==> config.mk <==
export PLATFORM = sky130hd
export DESIGN_NAME = cmd_exec_inject
export DESIGN_NICKNAME = d
export VERILOG_FILES = /design/src/rtl/cmd_exec_inject.sv
export SDC_FILE = /design/constraint.sdc
export NUM_CORES = 1
export LEC_CHECK = 0
export CAP_MARGIN = 20
export CORE_UTILIZATION = 60
export CTS_BUF_LIST = sky130_fd_sc_hd__clkbuf_4
export DETAILED_ROUTE_END_ITERATION = 10
export PLACE_DENSITY = 0.92
export SYNTH_ARGS = -nofsm -noshare
export SYNTH_HDL_FRONTEND = slang
export SYNTH_SLANG_ARGS = --single-unit
==> constraint.sdc <==
create_clock -name clk_sys -period 4.9 [get_ports clk_sys]
set_input_delay 0.98 -clock clk_sys [delete_from_list [all_inputs] [get_ports clk_sys]]
set_output_delay 0.98 -clock clk_sys [all_outputs]
set_load 0.05 [all_outputs]
==> src/rtl/cmd_exec_inject.sv <==
// Download write buffer draining into CPU RAM, plus an execute launcher that
// holds the CPU in reset and then injects a JP <addr> opcode sequence.
module cmd_exec_inject #(
    parameter int unsigned FIFO_DEPTH = 4,
    parameter int unsigned RST_CYCLES = 16
) (
    input  logic        clk_sys,
    input  logic        reset,
    input  logic        dl_busy,
    input  logic        dl_wr,
    input  logic [15:0] dl_addr,
    input  logic [7:0]  dl_data,
    input  logic        exec_en,
    input  logic [15:0] exec_addr,
    input  logic        ram_free,
    input  logic        cpu_rd_start,
    output logic        dl_wait,
    output logic        ram_we,
    output logic [15:0] ram_addr,
    output logic [7:0]  ram_din,
    output logic        cpu_reset_req,
    output logic        inj_sel,
    output logic [7:0]  inj_data,
    output logic        overflow
);

    localparam int unsigned PW  = $clog2(FIFO_DEPTH);
    localparam int unsigned CW  = PW + 1;
    localparam int unsigned RCW = $clog2(RST_CYCLES + 1);

    typedef enum logic [2:0] {
        S_IDLE,
        S_DRAIN,
        S_RST,
        S_INJ0,
        S_INJ1,
        S_INJ2
    } state_t;

    logic [15:0]   addr_mem [FIFO_DEPTH];
    logic [7:0]    data_mem [FIFO_DEPTH];
    logic [PW-1:0] wr_ptr_q, rd_ptr_q;
    logic [CW-1:0] count_q, count_d;
    logic          dl_wait_q, ram_we_q, overflow_q;
    logic [15:0]   ram_addr_q;
    logic [7:0]    ram_din_q;
    logic          push_c, pop_c, drop_c, full_c;

    state_t         state_q, state_d;
    logic [RCW-1:0] cnt_q, cnt_d;
    logic           exec_pend_q, exec_pend_d;
    logic [15:0]    exec_addr_q, exec_addr_d;
    logic           shd_pend_q, shd_pend_d;
    logic [15:0]    shd_addr_q, shd_addr_d;
    logic           launch_c;
    logic           cpu_reset_req_q, inj_sel_q;
    logic [7:0]     inj_data_q, inj_data_d;

    // A full buffer still accepts a write when an entry leaves in the same cycle.
    always_comb begin
        full_c  = (count_q == CW'(FIFO_DEPTH));
        pop_c   = (count_q != '0) && ram_free;
        push_c  = dl_wr && (!full_c || pop_c);
        drop_c  = dl_wr && full_c && !pop_c;
        count_d = count_q + CW'(push_c) - CW'(pop_c);
    end

    always_ff @(posedge clk_sys) begin
        if (push_c) begin
            addr_mem[wr_ptr_q] <= dl_addr;
            data_mem[wr_ptr_q] <= dl_data;
        end
    end

    always_ff @(posedge clk_sys or negedge reset) begin
        if (!reset) begin
            wr_ptr_q   <= '0;
            rd_ptr_q   <= '0;
            count_q    <= '0;
            dl_wait_q  <= 1'b0;
            ram_we_q   <= 1'b0;
            ram_addr_q <= '0;
            ram_din_q  <= '0;
            overflow_q <= 1'b0;
        end else begin
            count_q    <= count_d;
            dl_wait_q  <= (count_d >= CW'(FIFO_DEPTH - 1));
            ram_we_q   <= pop_c;
            overflow_q <= overflow_q | drop_c;
            if (push_c) begin
                wr_ptr_q <= wr_ptr_q + PW'(1);
            end
            if (pop_c) begin
                rd_ptr_q   <= rd_ptr_q + PW'(1);
                ram_addr_q <= addr_mem[rd_ptr_q];
                ram_din_q  <= data_mem[rd_ptr_q];
            end
        end
    end

    // Launch sequencer next state.
    always_comb begin
        state_d  = state_q;
        cnt_d    = cnt_q;
        launch_c = 1'b0;
        case (state_q)
            S_IDLE: begin
                if (exec_pend_q) begin
                    state_d = S_DRAIN;
                end
            end
            S_DRAIN: begin
                if (!dl_busy && (count_q == '0)) begin
                    state_d  = S_RST;
                    cnt_d    = RCW'(RST_CYCLES - 1);
                    launch_c = 1'b1;
                end
            end
            S_RST: begin
                if (cnt_q == '0) begin
                    state_d = S_INJ0;
                end else begin
                    cnt_d = cnt_q - RCW'(1);
                end
            end
            S_INJ0: if (cpu_rd_start) state_d = S_INJ1;
            S_INJ1: if (cpu_rd_start) state_d = S_INJ2;
            S_INJ2: if (cpu_rd_start) state_d = S_IDLE;
            default: state_d = S_IDLE;
        endcase
    end

    // Requests before launch overwrite the live address; later ones wait in the shadow.
    always_comb begin
        exec_pend_d = exec_pend_q;
        exec_addr_d = exec_addr_q;
        shd_pend_d  = shd_pend_q;
        shd_addr_d  = shd_addr_q;
        if ((state_q == S_IDLE) && shd_pend_q) begin
            exec_pend_d = 1'b1;
            exec_addr_d = shd_addr_q;
            shd_pend_d  = 1'b0;
        end
        if (exec_en) begin
            if ((state_q == S_IDLE) || (state_q == S_DRAIN)) begin
                exec_pend_d = 1'b1;
                exec_addr_d = exec_addr;
            end else begin
                shd_pend_d = 1'b1;
                shd_addr_d = exec_addr;
            end
        end
        if (launch_c) begin
            exec_pend_d = 1'b0;
        end
    end

    always_comb begin
        inj_data_d = 8'h00;
        case (state_d)
            S_INJ0:  inj_data_d = 8'hC3;
            S_INJ1:  inj_data_d = exec_addr_q[7:0];
            S_INJ2:  inj_data_d = exec_addr_q[15:8];
            default: inj_data_d = 8'h00;
        endcase
    end

    always_ff @(posedge clk_sys or negedge reset) begin
        if (!reset) begin
            state_q         <= S_IDLE;
            cnt_q           <= '0;
            exec_pend_q     <= 1'b0;
            exec_addr_q     <= '0;
            shd_pend_q      <= 1'b0;
            shd_addr_q      <= '0;
            cpu_reset_req_q <= 1'b0;
            inj_sel_q       <= 1'b0;
            inj_data_q      <= 8'h00;
        end else begin
            state_q         <= state_d;
            cnt_q           <= cnt_d;
            exec_pend_q     <= exec_pend_d;
            exec_addr_q     <= exec_addr_d;
            shd_pend_q      <= shd_pend_d;
            shd_addr_q      <= shd_addr_d;
            cpu_reset_req_q <= (state_d == S_RST);
            inj_sel_q       <= (state_d == S_INJ0) || (state_d == S_INJ1) || (state_d == S_INJ2);
            inj_data_q      <= inj_data_d;
        end
    end

    assign dl_wait       = dl_wait_q;
    assign ram_we        = ram_we_q;
    assign ram_addr      = ram_addr_q;
    assign ram_din       = ram_din_q;
    assign overflow      = overflow_q;
    assign cpu_reset_req = cpu_reset_req_q;
    assign inj_sel       = inj_sel_q;
    assign inj_data      = inj_data_q;

endmodule

# [Word-level counts from Yosys, hierarchy flattened]
# Memory sizes are Yosys's and may differ from the RTL's. A register that Yosys moved wholly into a read port is not among the register bits.
# Cells that the tools add are included.
[classes] addsub=5 multipliers=0 div=0 magnitude_cmp=1 eq_ne=12 n_shift=0 n_mux=25 bitwise=2 reduce_logical=22
[ops] cell="2-to-1 mux 16 bit" n=3
[ops] cell="one-hot mux 8 bit (3 select lines)" n=1
[ops] cell="2-to-1 mux 3 bit" n=6
[ops] cell="one-hot mux 3 bit (6 select lines)" n=1
[ops] cell="equality test 3 bit (second input constant)" n=5
[ops] cell="equality test 3 x 2 -> 1 bit (second input constant)" n=4
[ops] cell="2-to-1 mux 1 bit" n=11
[ops] cell="2-to-1 mux 5 bit" n=2
[ops] cell="one-hot mux 5 bit (2 select lines)" n=1
[ops] cell="logical AND 1 bit" n=6
[ops] cell="logical NOT 3 bit" n=2
[ops] cell="logical NOT 1 bit" n=5
[ops] cell="logical NOT 5 bit" n=1
[ops] cell="subtractor 5 x 1 -> 5 bit (second input constant)" n=1
[ops] cell="adder 2 x 1 -> 2 bit (second input constant)" n=2
[ops] cell="logical OR 1 bit" n=4
[ops] cell="inequality test 2 bit (second input constant)" n=2
[ops] cell="adder 3 x 1 -> 3 bit" n=1
[ops] cell="equality test 3 x 1 -> 1 bit (second input constant)" n=1
[ops] cell=">= comparator 3 x 2 -> 1 bit (second input constant)" n=1
[ops] cell="AND reduction 3 bit" n=1
[ops] cell="nonzero test 3 bit" n=1
[ops] cell="subtractor 3 x 1 -> 3 bit" n=1
[ops] cell="AND reduction 2 bit" n=1
[ops] cell="other kinds (3)" n=3
[word_totals] register_bits=62 latch_bits=0 ram_bits=96 mem_bits_ro=0 inputBits=47 out_inout_bits=37 word_cells=84 n_memories=2
[memory_table] memory="addr_mem" words=4 width=16 read_ports=1 rd_ports_with_merged_regs=1 wr=1 line_no="40" rtl="logic [15:0] addr_mem [FIFO_DEPTH];"
[memory_table] memory="data_mem" words=4 width=8 read_ports=1 rd_ports_with_merged_regs=1 wr=1 line_no="41" rtl="logic [7:0] data_mem [FIFO_DEPTH];"

# [Logic depth before layout (Yosys ltp)]
[logic_depth] depth_word=7 depth_mapped=12 ltp_nobuf=11

# [Worst setup path before layout]
# Ideal clock, no wire load.
[synth_timing] path_kind="in2reg" startpoint="input ram_free" endpoint="register dl_wait_q, in the netlist dl_wait" setup_ns=0.118 t_arrival_ns=3.055 required_ns=4.782 setup_slack_ns=1.727 stages=11 path_buffers=1 cell_sequence="o31ai_1 -> clkinv_1 -> clkbuf_1 -> ha_1 -> inv_1 -> ha_1 -> inv_1 -> fa_1 -> xnor2_1 -> xnor2_1 -> a21o_1"
[synth_between] elab_chain_len=6
[synth_rtl] item="from (decl)" line_no="15" rtl="input logic ram_free,"
[synth_rtl] item="logical AND 1 bit (*)" line_no="62" rtl="pop_c = (count_q != '0) && ram_free;"
[synth_rtl] item="via pop_c" line_no="47" rtl="logic push_c, pop_c, drop_c, full_c;"
[synth_rtl] item="logical OR 1 bit" line_no="63" rtl="push_c = dl_wr && (!full_c || pop_c);"
[synth_rtl] item="logical AND 1 bit" line_no="63"
[synth_rtl] item="adder 3 x 1 -> 3 bit" line_no="65" rtl="count_d = count_q + CW'(push_c) - CW'(pop_c);"
[synth_rtl] item="subtractor 3 x 1 -> 3 bit (*)" line_no="65"
[synth_rtl] item="via count_d[2]" line_no="43" rtl="logic [CW-1:0] count_q, count_d;"
[synth_rtl] item=">= comparator 3 x 2 -> 1 bit (*)" line_no="87" rtl="dl_wait_q <= (count_d >= CW'(FIFO_DEPTH - 1));"
[synth_rtl] item="to (signal assigned)" line_no="87"
[synth_rtl] item="to (decl)" line_no="44" rtl="logic dl_wait_q, ram_we_q, overflow_q;"
# Mark *: on every way through the listed nets, which the timed path passes. The rest lies on a longest branch.
# A chain may end at the register's enable or synchronous reset.

# [Worst setup path in the final report]
[layout_timing] startpoint="input ram_free" endpoint="register dl_wait_q, in the netlist dl_wait"
[layout_between] elab_chain_len=6
[layout_rtl] item="logical AND 1 bit (*)" line_no="62"
[layout_rtl] item="logical OR 1 bit" line_no="63"
[layout_rtl] item="logical AND 1 bit" line_no="63"
[layout_rtl] item="adder 3 x 1 -> 3 bit" line_no="65"
[layout_rtl] item="subtractor 3 x 1 -> 3 bit (*)" line_no="65"
[layout_rtl] item="via count_d[2]" line_no="43"
[layout_rtl] item=">= comparator 3 x 2 -> 1 bit (*)" line_no="87"
# Marks and branches as above.

==> out/results.ini <==
[synth]
synth_edf_count = 96
synth_ff_type = edfxtp_1
netlist_instances = 458
syn_nets = 514
synth_area_um2 = 7092
synth_top_area_share = 0.4065
yosysSeqAreaShare = 0.7100
yosysWarnings = 0
synth_seq_cells = 182
yosys.area.top_type = edfxtp_1
synthArstFlopShare = 0.4725
yosys-top-cells-area = edfxtp_1 41%, dfrtp_1 30%, mux4_2 7.6%
avgSynthCellArea_um2 = 15.48
yosysUniqueCellTypes = 38

[cts]
cts_setup_buffers = 0
worstSkewPairLatency_ps = 560
clockBufferDepth = 2
cts_tree = built
cts_sinks = 182
ctsResizeCount = 0
postCtsHoldBufs = 0
cts_made_buffers = 17
htree_num_levels = 4
clock-root-buffer = clkbuf_4
clk_pin_slew_ps = 140

[timing]
fmax_mhz = 311.4
slew_headroom = 0.3453
hold_ws_ps = 259.3
min_period_ps = 3212
rsz0062_at_grt = false
fin_skew_ps = 27.83
tightest_slew_ps = 979.9
finalSetupViolCount = 0
final_max_slew_viol_count = 0
hold_viol_final = 0
fin_tns_setup_ps = 0
post-route-period-util = 0.6554

[setup_path]
endpoint_kind = flip-flop
r2r-end = dl_wait
r2r-start = count_q[2]
slowest_delay_ps = 480
cp_max_fo = 27
worst_path_max_delay_cell = clkdlybuf4s50_1
crit_family = buffers and inverters
critPathRequiredTime_ps = 5370
cp.arrival_ps = 3680
path_buf_inv = 6
path_class = input port to flip-flop
regToRegSetupSlack_ps = 1950
r2r_cells = 12
crit_path_start_kind = input port
path_cells = clkdlybuf4s50_1 > o31ai_4 > buf_4 > clkinv_1 > buf_4 > ha_1 > inv_1 > ha_1 > inv_1 > fa_1 > xnor2_1 > xnor2_1 > a21o_1

[global_route]
grt_pass1_vias = 4205
grt-ovfl-total = 0
globalRouteTotalUtil = 0.2304
antenna_found_initial = 0
grt_max_degree = 87
grt_pass1_wl_um = 21180

[power_and_ir_drop]
ir_drop_v = 0.0004526
swShare = 0.3757
cellPowerDensity_nw_per_um2 = 612.8
p_total_mw = 5.151
p_switching_mw = 1.935
p_seq_frac = 0.475
power.internal_mw = 3.215
leakage_nw = 3.247
p_comb_frac = 0.381
clkPwrFrac = 0.144

[job]
maxCapViolations = 0

[drt]
vias = 3957
post_drt_wl_per_cell_um = 18.51
viasPerCell = 5.629
drc = 0
antenna_left = 0
drtIter0Drc = 233
routed_wl_um = 13010
firstDrtPassIters = 4

[place]
gp_congestion = 0.7391
portBuffers = 83
dp_hpwl_um = 8431

[cells_and_area]
utilization = 0.7330
mostFrequentLayoutCells = 96 x edfxtp_1, 94 x nand2_1, 85 x dfrtp_1
area_delta_synth_final_pct = 18.53
drive_gt1_frac = 0.1518
n_antenna_cell = 0
final_nets = 604
layout_commonest_cell = edfxtp_1

[die]
boundaryPins = 84
die_h_um = 110.7
core_area_um2 = 11470
die_x_um = 110.7
rows = 39
initial_core_util = 0.6184
die_area_um2 = 12260

[worst_hold_path]
min-delay-path-class = input port to async pin

[outcome]
outcome = completed

cells in the mapped netlist (2+ instances only):
cell / count
inv_1: 8
dfrtp_1: 86
nor2_1: 8
nor3_1: 2
xnor2_1: 7
nor4b_1: 3
mux2_2: 16
mux4_2: 24
a22o_1: 4
o21ai_0: 20
ha_1: 8
and4_1: 2
nor3b_1: 2
nand2_1: 94
a221o_1: 4
a21o_1: 2
nand2b_1: 7
and2_1: 5
buf_1: 3
edfxtp_1: 96
a21oi_1: 5
mux2i_1: 18
clkbuf_1: 18
nor2b_1: 2
per-layer routing:
layer  routed length (µm)  GRT usage
met1                 5360     0.2833
met2                 6834     0.3892
met3                  658    0.06342
met4                  158    0.09156
met5                    0          0
sequential cells by signal, indices dropped and copies added (netlist names):
register,count
addr_mem,64
cnt_q,5
count_q,3
cpu_reset_req,1
data_mem,32
dl_wait,1
exec_addr_q,16
exec_pend_q,1
inj_data,8
inj_sel,1
overflow,1
ram_addr,16
ram_din,8
ram_we,1
rd_ptr_q,2
shd_addr_q,16
shd_pend_q,1
state_q,3
wr_ptr_q,2
cells by family after synthesis:
group,count (synthesis),share of synthesized area
AOI/OAI and AO/OA,41,0.03881
xor gates and xnor gates,7,0.008645
adders and majority gates,9,0.01694
buffers and inverters,32,0.01764
DFF,182,0.7099
muxes,58,0.1270
and+or+nand+nor,129,0.08098
per-stage QoR:
step	instances	area, µm²	setup slack [ps]
finish	703	8406	1688
global route	703	8406	1592
CTS	700	8335	1729
detailed placement	669	8089	1085
global placement	669	8089	1249
floorplan	458	7092	1727
power groups by stage:
| stage | clock [mW] | combinational, mW | sequential (mW) |
|---|---|---|---|
| 2_1_floorplan | 0 | 1.00 | 2.77 |
| 3_3_place_gp | 0 | 1.84 | 2.48 |
| 3_5_place_dp | 0 | 1.91 | 2.52 |
| 4_1_cts | 0.759 | 1.92 | 2.49 |
| 5_1_grt | 0.818 | 2.11 | 2.51 |
| 6_report | 0.740 | 1.96 | 2.45 |
worst max-delay path by stage:
stage,from,to,slack [ps],cells after the start
floorplan,ram_free,dl_wait,1730,11
global placement,ram_free,dl_wait,1250,13
detailed placement,ram_free,dl_wait,1090,13
CTS,ram_free,dl_wait,1730,13
global route,ram_free,dl_wait,1590,13
finish,ram_free,dl_wait,1690,13
area by class of cell:
type	instances	area, µm²
clock inverter	12	103.9
multi-input combinational	244	1952
timing repair buffer	94	958.4
clock buffer	19	142.6
sequential	182	5036
fill	732	3062
inverter	9	33.78
tap	143	178.9
Note: power is estimated with default switching activity, not from simulation.
